## src/rtl/jtpopeye_sec_bridge_if.sv

```systemverilog
// Bus bundle between the Z80 I/O side and the protection shifter.
// The master side drives the CPU bus and the shifter result; the bridge is the slave.
interface jtpopeye_sec_bridge_if;
  logic       iorq_n;
  logic       m1_n;
  logic       rd_n;
  logic       wr_n;
  logic [7:0] addr;
  logic [7:0] cpu_dout;
  logic [7:0] cpu_din;
  logic       wait_n;
  logic       sec_cs;
  logic       sec_A0;
  logic       sec_rd_n;
  logic       sec_wr_n;
  logic [7:0] sec_din;
  logic [7:0] sec_dout;

  modport master (
    output iorq_n, m1_n, rd_n, wr_n, addr, cpu_dout, sec_dout,
    input  cpu_din, wait_n, sec_cs, sec_A0, sec_rd_n, sec_wr_n, sec_din
  );

  modport slave (
    input  iorq_n, m1_n, rd_n, wr_n, addr, cpu_dout, sec_dout,
    output cpu_din, wait_n, sec_cs, sec_A0, sec_rd_n, sec_wr_n, sec_din
  );
endinterface

```

## src/rtl/jtpopeye_sec_bridge.sv

```systemverilog
// Z80 I/O front end for the protection shifter: one cen-aligned write strobe per
// OUT cycle, and IN cycles stretched with wait_n until the shifter result is captured.
//
// state   | meaning
// --------+-----------------------------------------------------------
// IDLE    | no access in flight, watching for a window hit
// WR_PEND | write strobe asserted, waiting for the cen that commits it
// WR_DONE | write committed, waiting for the CPU bus cycle to end
// RD_WAIT | read strobe asserted, CPU held, counting cen pulses
// RD_CAP  | one clk: capture the shifter byte and release wait_n
// RD_HOLD | data presented, waiting for the CPU bus cycle to end
module jtpopeye_sec_bridge #(
  parameter logic [7:0] PORT   = 8'h02,
  parameter int         RD_CEN = 1
) (
  input  logic                         clk,
  input  logic                         rst_n,
  input  logic                         cen,
  jtpopeye_sec_bridge_if.slave         bus
);

  typedef enum logic [2:0] {
    IDLE,
    WR_PEND,
    WR_DONE,
    RD_WAIT,
    RD_CAP,
    RD_HOLD
  } state_t;

  localparam logic [1:0] CNT_LAST = 2'(RD_CEN - 1);

  state_t     state;
  logic [1:0] cen_cnt;
  logic       hit;
  logic       wr_end;
  logic       rd_end;

  // Int-ack cycles (m1_n low) share iorq_n with I/O cycles and must never decode.
  assign hit    = !bus.iorq_n && bus.m1_n && (bus.addr[7:1] == PORT[7:1]);
  assign wr_end = bus.wr_n || bus.iorq_n;
  assign rd_end = bus.rd_n || bus.iorq_n;

  always_ff @(posedge clk or negedge rst_n) begin
    if (!rst_n) begin
      state        <= IDLE;
      cen_cnt      <= 2'd0;
      bus.wait_n   <= 1'b1;
      bus.sec_cs   <= 1'b0;
      bus.sec_rd_n <= 1'b1;
      bus.sec_wr_n <= 1'b1;
      bus.sec_A0   <= 1'b0;
      bus.sec_din  <= 8'h00;
      bus.cpu_din  <= 8'hFF;
    end else begin
      case (state)
        IDLE: begin
          if (hit && !bus.wr_n) begin
            bus.sec_A0   <= bus.addr[0];
            bus.sec_din  <= bus.cpu_dout;
            bus.sec_cs   <= 1'b1;
            bus.sec_wr_n <= 1'b0;
            state        <= WR_PEND;
          end else if (hit && !bus.rd_n) begin
            bus.sec_A0   <= bus.addr[0];
            cen_cnt      <= 2'd0;
            bus.sec_cs   <= 1'b1;
            bus.sec_rd_n <= 1'b0;
            bus.wait_n   <= 1'b0;
            state        <= RD_WAIT;
          end
        end
        // The write commits on the next cen even if the CPU already left the cycle.
        WR_PEND: begin
          if (cen) begin
            bus.sec_cs   <= 1'b0;
            bus.sec_wr_n <= 1'b1;
            state        <= WR_DONE;
          end
        end
        WR_DONE: begin
          if (wr_end) state <= IDLE;
        end
        RD_WAIT: begin
          if (rd_end) begin
            bus.sec_cs   <= 1'b0;
            bus.sec_rd_n <= 1'b1;
            bus.wait_n   <= 1'b1;
            state        <= IDLE;
          end else if (cen) begin
            if (cen_cnt == CNT_LAST) state <= RD_CAP;
            else cen_cnt <= cen_cnt + 2'd1;
          end
        end
        RD_CAP: begin
          bus.cpu_din  <= bus.sec_dout;
          bus.wait_n   <= 1'b1;
          bus.sec_cs   <= 1'b0;
          bus.sec_rd_n <= 1'b1;
          state        <= RD_HOLD;
        end
        RD_HOLD: begin
          if (rd_end) state <= IDLE;
        end
        default: state <= IDLE;
      endcase
    end
  end

endmodule

```

## src/flat_wrapper.sv

```systemverilog
// flat-port wrapper written by rule: the top's interface ports become plain ports
module jtpopeye_sec_bridge_flat 
#(
  parameter logic [7:0] PORT   = 8'h02,
  parameter int         RD_CEN = 1
)
  (clk, rst_n, cen, bus_iorq_n, bus_m1_n, bus_rd_n, bus_wr_n, bus_addr, bus_cpu_dout, bus_sec_dout, bus_cpu_din, bus_wait_n, bus_sec_cs, bus_sec_A0, bus_sec_rd_n, bus_sec_wr_n, bus_sec_din);
  jtpopeye_sec_bridge_if bus_i ();
  input  logic clk;
  input  logic rst_n;
  input  logic cen;
  input wire logic [$bits(bus_i.iorq_n)-1:0] bus_iorq_n;
  input wire logic [$bits(bus_i.m1_n)-1:0] bus_m1_n;
  input wire logic [$bits(bus_i.rd_n)-1:0] bus_rd_n;
  input wire logic [$bits(bus_i.wr_n)-1:0] bus_wr_n;
  input wire logic [$bits(bus_i.addr)-1:0] bus_addr;
  input wire logic [$bits(bus_i.cpu_dout)-1:0] bus_cpu_dout;
  input wire logic [$bits(bus_i.sec_dout)-1:0] bus_sec_dout;
  output wire logic [$bits(bus_i.cpu_din)-1:0] bus_cpu_din;
  output wire logic [$bits(bus_i.wait_n)-1:0] bus_wait_n;
  output wire logic [$bits(bus_i.sec_cs)-1:0] bus_sec_cs;
  output wire logic [$bits(bus_i.sec_A0)-1:0] bus_sec_A0;
  output wire logic [$bits(bus_i.sec_rd_n)-1:0] bus_sec_rd_n;
  output wire logic [$bits(bus_i.sec_wr_n)-1:0] bus_sec_wr_n;
  output wire logic [$bits(bus_i.sec_din)-1:0] bus_sec_din;
  assign bus_i.iorq_n = bus_iorq_n;
  assign bus_i.m1_n = bus_m1_n;
  assign bus_i.rd_n = bus_rd_n;
  assign bus_i.wr_n = bus_wr_n;
  assign bus_i.addr = bus_addr;
  assign bus_i.cpu_dout = bus_cpu_dout;
  assign bus_i.sec_dout = bus_sec_dout;
  assign bus_cpu_din = bus_i.cpu_din;
  assign bus_wait_n = bus_i.wait_n;
  assign bus_sec_cs = bus_i.sec_cs;
  assign bus_sec_A0 = bus_i.sec_A0;
  assign bus_sec_rd_n = bus_i.sec_rd_n;
  assign bus_sec_wr_n = bus_i.sec_wr_n;
  assign bus_sec_din = bus_i.sec_din;
  jtpopeye_sec_bridge #(.PORT(PORT), .RD_CEN(RD_CEN)) u_core (.clk(clk), .rst_n(rst_n), .cen(cen), .bus(bus_i));
endmodule
```

## config.mk

```make
export PLATFORM = sky130hd
export DESIGN_NAME = jtpopeye_sec_bridge_flat
export DESIGN_NICKNAME = d
export VERILOG_FILES = /design/src/rtl/jtpopeye_sec_bridge_if.sv /design/src/rtl/jtpopeye_sec_bridge.sv /design/src/flat_wrapper.sv
export SDC_FILE = /design/constraint.sdc
export NUM_CORES = 1
export LEC_CHECK = 0
export BUFFER_PORTS_ARGS = -buffer_cell sky130_fd_sc_hd__buf_2
export CORE_MARGIN = 4
export CORE_UTILIZATION = 25
export DETAILED_ROUTE_END_ITERATION = 10
export PLACE_DENSITY_LB_ADDON = 0.08
export SYNTH_ARGS = -nofsm -noshare
export SYNTH_HDL_FRONTEND = slang
export SYNTH_SLANG_ARGS = --single-unit
```

## constraint.sdc

```tcl
create_clock -name clk -period 2.9 [get_ports clk]
set_clock_uncertainty 0.2 [all_clocks]
set_input_delay 0.145 -clock clk [delete_from_list [all_inputs] [get_ports clk]]
set_output_delay 0.145 -clock clk [all_outputs]
set_load 0.03 [all_outputs]
```

==> impl_results.md, run 1 <==
- Crit path DAT: 2.07 ns
- Num CTS Buffers: 3
- All-Layer GR Usage: 10.38%
- Worst R2R Setup Slack: 0.80 ns
- Syn Inst Count: 100
- DR pass1 iterations: 3
- Cell area after synthesis: 1196 um^2
- First-pass GRT wire length: 4905 um
- VDD IR max: 0.0003768 V
- Multi-input logic area: 528.0 um^2
- Max FO, Critical Path: 10
- Clk slew on worst S/H paths: 0.10 ns
- Nets@finish: 203
- Slew headroom: 61.94%
- Static Leakage: 0.8358 nW
- Antenna Cells: 0
- Stages on worst setup path: 3
- RSZ-0062 raised after global routing: no
- Count of input and output buffers: 51
- Slew at the pin closest to its max-slew limit: 0.5709 ns
- Number of synthesized register bits: 25
- Vias in the first global route: 1,049
- Critical R2R Capture: u_core.bus.sec_din[5]
- Fillers: 454
- Setup Crit Path Kind: reg -> reg
- CTS root buf: clkbuf_8
- Antenna violations before repair: 0
- Die X: 77.17 um
- Routed WL: 2827 um
- Area grow syn2layout: 45.29%
- Hold Crit Depth: 3
- Comb pwr share: 41.9%
- Post CTS Setup Buffer Count: 0
- Mapped Avg Cell Area: 11.96 um^2
- Final worst slack: 0.8037 ns
- CP bufs+invs: 0
- Max frequency: 477.0 MHz
- Switching fraction of total power: 39.34%
- Routability congestion estimate: 0.7741
- # placed instances: 199
- WHS: 0.04556 ns
- Critical Path Start Type: flop
- Wire per inst: 12.73 um
- Reg-to-Reg Start: u_core.state[1]
- Slew Limit Fails: 0
- Share of cells above drive strength 1: 51.18%
- Data required time of the worst path: 2.87 ns
- Sequential fraction of the synthesis area: 53.35%
- Critical path capture point type: flop
- CP max stage cell: dfrtp_1
- Net Count, Synth: 132
- Min-Delay Endpoint: u_core.bus.sec_rd_n
- HPWL after detailed placement: 2087 um
- Most frequent cells in the layout: buf_2, mux2_2, dlygate4sd3_1, dfrtp_1, dfstp_2
- CTS sink count: 25
- Status: finished, final reports clean
- Initial DRC Count: 53
- Total vias in the final route: 1,009
- Die H: 77.17 um
- Area of the die: 5955 um^2
- Internal Pwr Total: 0.0008458 W
- Post-cts hold buffer count: 19
- Core area: 4504 um^2
- CTS resizes: 0
- Max-Cap Viols: 0
- Reg area: 638.1 um^2
- Cell variety after synth: 27
- Post-place setup slack: 0.5549 ns
- Clock buffer depth: 2
- Pwr Total: 0.001394 W
- Largest net degree at the start of global routing: 26
- Hold Path Class: in -> reg
- Hold_sp: bus_rd_n
- Share of power burned in registers: 41.9%
- Crit-path cells: or3_1, nor3b_4, mux2_2
- CTS tree: yes
- # setup viols final: 0
- Overflow after GRT: 0
- DRC violations left: 0
- Initial Util: 26.56%
- CP top delay family: simple AND/OR/NAND/NOR gates
- Io pins: 52
- Endpoints failing hold: 0
- Largest stage delay on the critical path: 0.50 ns
- Power density cells: 802.4 nW/um^2
- Final Non-Filler Cells: 222
- Final Cycle Share: 72.29%
- Clock Latency Late Sink: 0.28 ns
- Sw Pwr: 0.0005486 W
- H-Tree Depth: 1
- Setup TNS Final: 0 ns
- Commonest non-fill, non-tap cell in the layout: buf_2
- Worst reg2reg path depth: 3
- Part of the power in the clock network: 16.2%
- Antenna viol nets, final: 0
- Ys Warns: 0
- Min Tclk post-route: 2.096 ns
- Site row count: 24
- Vias per inst: 4.545
logic make-up after synthesis:
group           Yosys count  synth area share, %
compound gates           14                6.590
flops                    25                53.35
buf+inv                   7                2.511
mux                      22                20.50
simple gates             31                16.01
fa+ha+maj                 1                1.046
state kept, by name, indices dropped and copies added (netlist names):
signal / flops
u_core.bus.sec_A0: 1
u_core.bus.sec_wr_n: 1
u_core.bus.cpu_din: 8
u_core.bus.sec_rd_n: 1
u_core.cen_cnt: 2
u_core.state: 3
u_core.bus.sec_din: 8
u_core.bus.sec_cs: 1
worst register-to-register path: cells and delay by family, from the launching register on:
family	cells	cell delay, ns
multiplexers	1	0.39
flip-flops	1	0.50
AND/OR/NAND/NOR	2	0.91
layout make-up:
class                      count  area share [%]
timing repair buffer          70           25.63
clock inverter                 1          0.5040
clock buffer                   3           2.376
multi-input combinational     68           30.38
sequential                    25           36.72
inverter                       3          0.6479
tap                           52           3.744
worst max-delay path by stage:
stage,to,start,slack [ns]
3_3_place_gp,u_core.bus.sec_din[3],bus_addr[2],0.60
2_1_floorplan,u_core.bus.sec_din[0],bus_addr[2],0.86
5_1_grt,u_core.bus.sec_din[5],u_core.state[1],0.66
6_report,u_core.bus.sec_din[5],u_core.state[1],0.80
4_1_cts,u_core.bus.sec_din[5],u_core.state[1],0.77
3_5_place_dp,u_core.bus.sec_din[5],bus_addr[2],0.55
metal layers:
metal	GRT usage [%]	part of all wire, %	routed length, um
met1	12.23	43	1217
met2	17.27	49	1387
met3	3.396	6.2	176
met4	4.270	1.6	45
met5	0	0	0
stage by stage:
stage,area (um^2),util (%)
after global placement,1498,33.25
after floorplan,1196,-
after detailed placement,1498,33.25
after CTS,1738,38.58
final,1738,38.58
after global routing,1738,38.58
synthesized netlist by cell type, drive strengths merged:
cell     n  share of area [%]
a21boi   1               0.63
a21oi    7                2.9
a22o     1               0.73
a31oi    1               0.52
buf      1               0.63
clkbuf   3               0.94
dfrtp   15                 31
dfstp   10                 22
ha       1                1.0
inv      3               0.94
mux2    20                 19
mux2i    2                1.7
nand2    7                2.2
nand2b   1               0.52
nand3    2               0.84
nand3b   2                1.3
nand4b   1               0.73
nor2     7                2.2
nor3     4                2.6
nor3b    3                2.8
o21ai    3                1.3
o22ai    1               0.52
or3      1               0.52
or4      1               0.63
or4b     2                1.7
power by group through the flow:
stage / Sequential, W / Combinational, W / Clock [W]
after floorplan: 0.000688 / 0.000330 / 0
after global placement: 0.000589 / 0.000570 / 0
after detailed placement: 0.000591 / 0.000574 / 0
after CTS: 0.000585 / 0.000594 / 0.000239
after global routing: 0.000602 / 0.000645 / 0.000255
final: 0.000584 / 0.000585 / 0.000226
Note: power is estimated with default switching activity, not from simulation.
==> run 2: changes to the inputs <==
- clock period: 2.9 -> 1.9 ns (I/O delays scaled with it)
==> run 2 against run 1 <==
Sequential power rose by 39%. Fmax rose by 13%. Total power rose by 56%. Worst setup slack got worse by 0.76 ns. Register-to-register slack got worse by 0.76 ns. Worst hold slack got worse by 0.016 ns. Design area rose by 4.8%. Cell count rose by 3.6%. Global-route usage rose by 0.26 points. Flip-flop and latch count did not move. Combinational power rose by 81%. Critical endpoint is now u_core.bus.sec_din[0].
==> impl_results.md, run 2 (same netlist as run 1, synthesis figures left out) <==
- Largest stage delay on the critical path: 0.41 ns
- Reg-to-Reg Start: u_core.state[2]
- HPWL after detailed placement: 2240 um
- Power density cells: 1195 nW/um^2
- Hold Path Class: in -> reg
- WHS: 0.02954 ns
- Antenna viol nets, final: 0
- Internal Pwr Total: 0.001348 W
- Slew at the pin closest to its max-slew limit: 0.5638 ns
- Setup Crit Path Kind: reg -> reg
- Slew Limit Fails: 0
- Clock Latency Late Sink: 0.26 ns
- Io pins: 52
- Hold_sp: bus_iorq_n
- Site row count: 24
- Worst reg2reg path depth: 4
- Routability congestion estimate: 0.7323
- Origin of the worst setup path: u_core.state[2]
- Final Cycle Share: 97.82%
- Initial Util: 26.56%
- DRC violations left: 0
- Die X: 77.17 um
- Crit-path cells: or3_4, nor3b_4, buf_12, mux2_2
- Max FO, Critical Path: 8
- Critical Path Start Type: flop
- Part of the power in the clock network: 14.0%
- Max-Cap Viols: 0
- Vias per inst: 4.526
- # placed instances: 206
- CP max stage cell: or3_4
- # setup viols final: 0
- Die H: 77.17 um
- Post CTS Setup Buffer Count: 0
- Min-Delay Endpoint: u_core.bus.sec_rd_n
- Hold Crit Depth: 3
- Crit path DAT: 1.81 ns
- Count of input and output buffers: 51
- DR pass1 iterations: 4
- Static Leakage: 0.8782 nW
- Clk slew on worst S/H paths: 0.08 ns
- Routed WL: 2975 um
- Status: finished, final reports clean
- Area grow syn2layout: 52.30%
- Max frequency: 538.1 MHz
- Endpoints failing hold: 0
- CTS sink count: 25
- Antenna Cells: 0
- Sw Pwr: 0.0008302 W
- Antenna violations before repair: 0
- Commonest non-fill, non-tap cell in the layout: buf_2
- Final Non-Filler Cells: 230
- CTS root buf: clkbuf_8
- Critical R2R Capture: u_core.bus.sec_din[0]
- Initial DRC Count: 31
- VDD IR max: 0.0003920 V
- Wire per inst: 12.93 um
- Min Tclk post-route: 1.858 ns
- Clock buffer depth: 2
- Comb pwr share: 48.7%
- Critical path capture point type: flop
- RSZ-0062 raised after global routing: yes
- Slew headroom: 62.41%
- Switching fraction of total power: 38.12%
- First-pass GRT wire length: 5140 um
- Overflow after GRT: 0
- Biggest registers after layout: u_core.bus.cpu_din: 8 flops, u_core.bus.sec_din: 8 flops, u_core.state: 3 flops
- Nets@finish: 211
- Vias in the first global route: 1,108
- Num CTS Buffers: 3
- Share of power burned in registers: 37.3%
- Data required time of the worst path: 1.85 ns
- Core area: 4504 um^2
- Share of cells above drive strength 1: 54.49%
- H-Tree Depth: 1
- Worst R2R Setup Slack: 0.04 ns
- Largest net degree at the start of global routing: 26
- Area of the die: 5955 um^2
- All-Layer GR Usage: 10.64%
- CTS tree: yes
- Total vias in the final route: 1,041
- Setup TNS Final: 0 ns
- Most frequent cells in the layout: buf_2, mux2_2, dlygate4sd3_1, dfrtp_1, dfstp_2
[run 2: worst max path at each step]
stage                                  endpoint  slack (ns)  depth (start not counted)
after detailed placement        u_core.state[0]       -0.16                          7
after global placement    u_core.bus.sec_din[4]       -0.11                          6
after floorplan           u_core.bus.sec_din[0]       -0.07                          4
after CTS                 u_core.bus.sec_din[0]        0.02                          4
final                     u_core.bus.sec_din[0]        0.04                          4
after global routing            u_core.state[2]       -0.01                          7
[run 2: critical path: cells and delay by family (launching register included)]
family / cells / cell delay, ns
AND/OR/NAND/NOR: 2 / 0.67
flip-flops: 1 / 0.38
multiplexers: 1 / 0.33
buffers and inverters: 1 / 0.16
[run 2: cell type report]
class	instances	area, um^2
Clock buffer	4	45.04
Fill cell	448	2683
Inverter	3	11.26
Multi-Input combinational cell	68	541.8
Sequential cell	25	638.1
Tap cell	52	65.06
Timing Repair Buffer	78	520.5
[run 2: power groups by stage]
stage                     registers, W  logic [W]  clock network [W]
after floorplan                0.00105   0.000521                  0
after global placement        0.000821    0.00101                  0
after detailed placement      0.000825    0.00103                  0
after CTS                     0.000815    0.00106           0.000323
after global routing          0.000841    0.00116           0.000344
final                         0.000812    0.00106           0.000305
[run 2: per-layer routing]
layer / up-vias / global-route usage, % / wire (um)
li1: 513 / - / -
met1: 492 / 13.07 / 1207
met2: 32 / 18.05 / 1562
met3: 4 / 2.810 / 161
met4: 0 / 3.381 / 44
met5: - / 0 / 0
[run 2: per-stage QoR]
stage                     util [%]  power, W  setup slack, ns  area, um^2
after floorplan                  -  0.001572         -0.06953        1206
after global placement       34.89  0.001831          -0.1092        1572
after detailed placement     34.89  0.001854          -0.1573        1572
after CTS                    40.33  0.002201          0.02162        1817
after global routing         40.44  0.002346         -0.01069        1822
final                        40.44  0.002178          0.04151        1822
[run 2: repair_timing]
action	in CTS	in global routing
hold buffers	20	0
endpoints found under the setup margin	0	11
hold endpoints to repair	44	0
resized for setup	0	2
==> run 3: changes to the inputs <==
--- a/config.mk
+++ b/config.mk
@@ -9,4 +9,5 @@
 export CORE_MARGIN = 4
 export CORE_UTILIZATION = 25
+export CTS_CLUSTER_DIAMETER = 120
 export DETAILED_ROUTE_END_ITERATION = 10
 export PLACE_DENSITY_LB_ADDON = 0.08
==> constraint.sdc (replaced) <==
create_clock -name clk -period 1.9 [get_ports clk]
set_clock_uncertainty 0.2 [all_clocks]
set_input_delay 0.285 -clock clk [delete_from_list [all_inputs] [get_ports clk]]
set_output_delay 0.285 -clock clk [all_outputs]
set_load 0.03 [all_outputs]
==> run 3 against run 2 <==
Fmax decreased by 0.89%. Critical path depth increased by 2. Worst setup slack got worse by 0.017 ns. Worst hold slack improved by 0.0041 ns. Critical path type is now in -> reg. Critical endpoint is now u_core.bus.sec_din[1].
==> impl_results.md, run 3 (same netlist as run 1, synthesis figures left out) <==
- Part of the power in the clock network: 14.7%
- Min Tclk post-route: 1.875 ns
- Endpoints failing hold: 0
- Comb pwr share: 49.5%
- Fillers: 452
- Area grow syn2layout: 43.62%
- Num CTS Buffers: 3
- H-Tree Depth: 1
- Slew at the pin closest to its max-slew limit: 0.5678 ns
- Largest stage delay on the critical path: 0.54 ns
- Final Cycle Share: 98.69%
- Busiest grt layer: met2
- RSZ-0062 raised after global routing: yes
- Crit path DAT: 1.84 ns
- Sw Pwr: 0.0008973 W
- Antenna viol nets, final: 0
- Slew headroom: 62.15%
- All-Layer GR Usage: 9.919%
- Placed cell area: 1580 um^2
- Power density cells: 1327 nW/um^2
- # setup viols final: 0
- Total vias in the final route: 993
- Clock Latency Late Sink: 0.28 ns
- Clk slew on worst S/H paths: 0.10 ns
- VDD IR max: 0.0005208 V
- Antenna Cells: 0
- # placed instances: 207
- Static Leakage: 0.8341 nW
- Area of the die: 5955 um^2
- Setup TNS Final: 0 ns
- CTS root buf: clkbuf_8
- Nets@finish: 194
- Status: finished, final reports clean
- Crit-path cells: buf_6, or4b_4, nor3_4, nor3b_4, buf_12, mux2_4
- Final instance area: 1718 um^2
- Switching fraction of total power: 39.37%
- CP top delay family: simple AND/OR/NAND/NOR gates
- Biggest registers after layout: u_core.bus.cpu_din: 8 flops, u_core.bus.sec_din: 8 flops, u_core.state: 3 flops
- DR pass1 iterations: 3
- Critical path capture point type: flop
- CP bufs+invs: 2
- Site row count: 24
- M1 GR Usage: 11.24%
- Die X: 77.17 um
- First-pass GRT wire length: 4719 um
- Io pins: 52
- Count of input and output buffers: 51
- Critical Path Start Type: input pin
- Data required time of the worst path: 1.86 ns
- Initial Util: 26.56%
- Wire per inst: 13.89 um
- Max frequency: 533.3 MHz
- Overflow after GRT: 0
- Share of cells above drive strength 1: 63.35%
- CP max stage cell: or4b_4
- DRC violations left: 0
- Hold Path Class: in -> reg
- HPWL after detailed placement: 2266 um
- Max FO, Critical Path: 8
- Clock buffer depth: 2
- CTS tree: yes
- CTS sink count: 25
- Vias per inst: 4.662
- Final Non-Filler Cells: 213
- Most frequent cells in the layout: buf_2, dfrtp_1, mux2_4, dfstp_2, mux2_2
- Core area: 4504 um^2
- Antenna violations before repair: 0
- Slew Limit Fails: 0
- Internal Pwr Total: 0.001382 W
- Share of power burned in registers: 35.8%
- Max-Cap Viols: 0
- WHS: 0.03366 ns
- Routed WL: 2959 um
- Routability congestion estimate: 0.7730
- Pwr Total: 0.002279 W
- Vias in the first global route: 1,016
- Largest net degree at the start of global routing: 26
- M2 GR Usage: 17.88%
- Commonest non-fill, non-tap cell in the layout: buf_2
- Setup Crit Path Kind: in -> reg
- Initial DRC Count: 9
- GR Layer Usage met3: 3.044%
- Die H: 77.17 um
-- run 3: cell types whose count changed in the layout (fill, tap and decap cells not counted), sizes merged --
cell / previous run / this run
buf: 58 / 60
clkbuf: 4 / 3
clkinvlp: 0 / 1
dlygate4sd3: 20 / 1
-- run 3: area by class of cell --
cell class | count | area (um^2) | share of cell area (%)
multi-input cells | 68 | 599.3 | 34.89
well taps | 52 | 65.06 | 3.787
inverters | 3 | 11.26 | 0.6555
repair buffers | 61 | 355.3 | 20.68
clock buffers | 3 | 41.29 | 2.403
flip-flops and latches | 25 | 638.1 | 37.14
clock inverters | 1 | 7.507 | 0.4370
-- run 3: power by group through the flow --
| stage | sequential (W) | combinational, W | clock, W |
|---|---|---|---|
| finish | 0.000817 | 0.00113 | 0.000334 |
| global route | 0.000838 | 0.00123 | 0.000367 |
| CTS | 0.000818 | 0.00106 | 0.000353 |
| detailed placement | 0.000828 | 0.00106 | 0 |
| global placement | 0.000817 | 0.00105 | 0 |
| floorplan | 0.00105 | 0.000529 | 0 |
-- run 3: worst paths after layout --
kind | start | endpoint | slack (ns) | cells past startpoint
max in group asynchronous | rst_n | u_core.bus.sec_A0 | 0.79 | 2
setup reg to reg | u_core.state[1] | u_core.bus.sec_din[1] | 0.07 | 4
hold reg to reg | u_core.bus.sec_A0 | u_core.bus.sec_A0 | 0.31 | 1
hold / removal | bus_sec_dout[3] | u_core.bus.cpu_din[3] | 0.03 | 2
min in group asynchronous | rst_n | u_core.cen_cnt[0] | 0.33 | 2
setup / recovery | bus_addr[6] | u_core.bus.sec_din[1] | 0.02 | 6
-- run 3: metal layers --
layer | routed length [um] | part of all wire [%] | up-vias
met4 | 23 | 0.78 | 0
met2 | 1472 | 50 | 32
met1 | 1282 | 43 | 477
met3 | 179 | 6.0 | 2
li1 | - | - | 482
met5 | 0 | 0 | -
-- run 3: what timing repair did --
item                       CTS  global route
setup buffers                0             1
gates resized for setup      0            18
hold endpoints to repair    15             0
hold buffers                 1             0
pin swaps                    1             3
setup endpoints to repair    2            12
-- run 3: worst reg2reg max path, stage by stage, from the launching register on --
cell	delay [ns]
dfrtp_1	0.39
or3_1	0.44
nor3b_4	0.23
buf_12	0.16
mux2_4	0.30
-- run 3: stage by stage --
stage	worst slack, ns	utilization (%)
after floorplan	-0.2596	-
after detailed placement	-0.3252	35.08
after CTS	-0.005038	36.39
final	0.02485	38.14
after global routing	-0.03803	38.14
after global placement	-0.2843	35.08
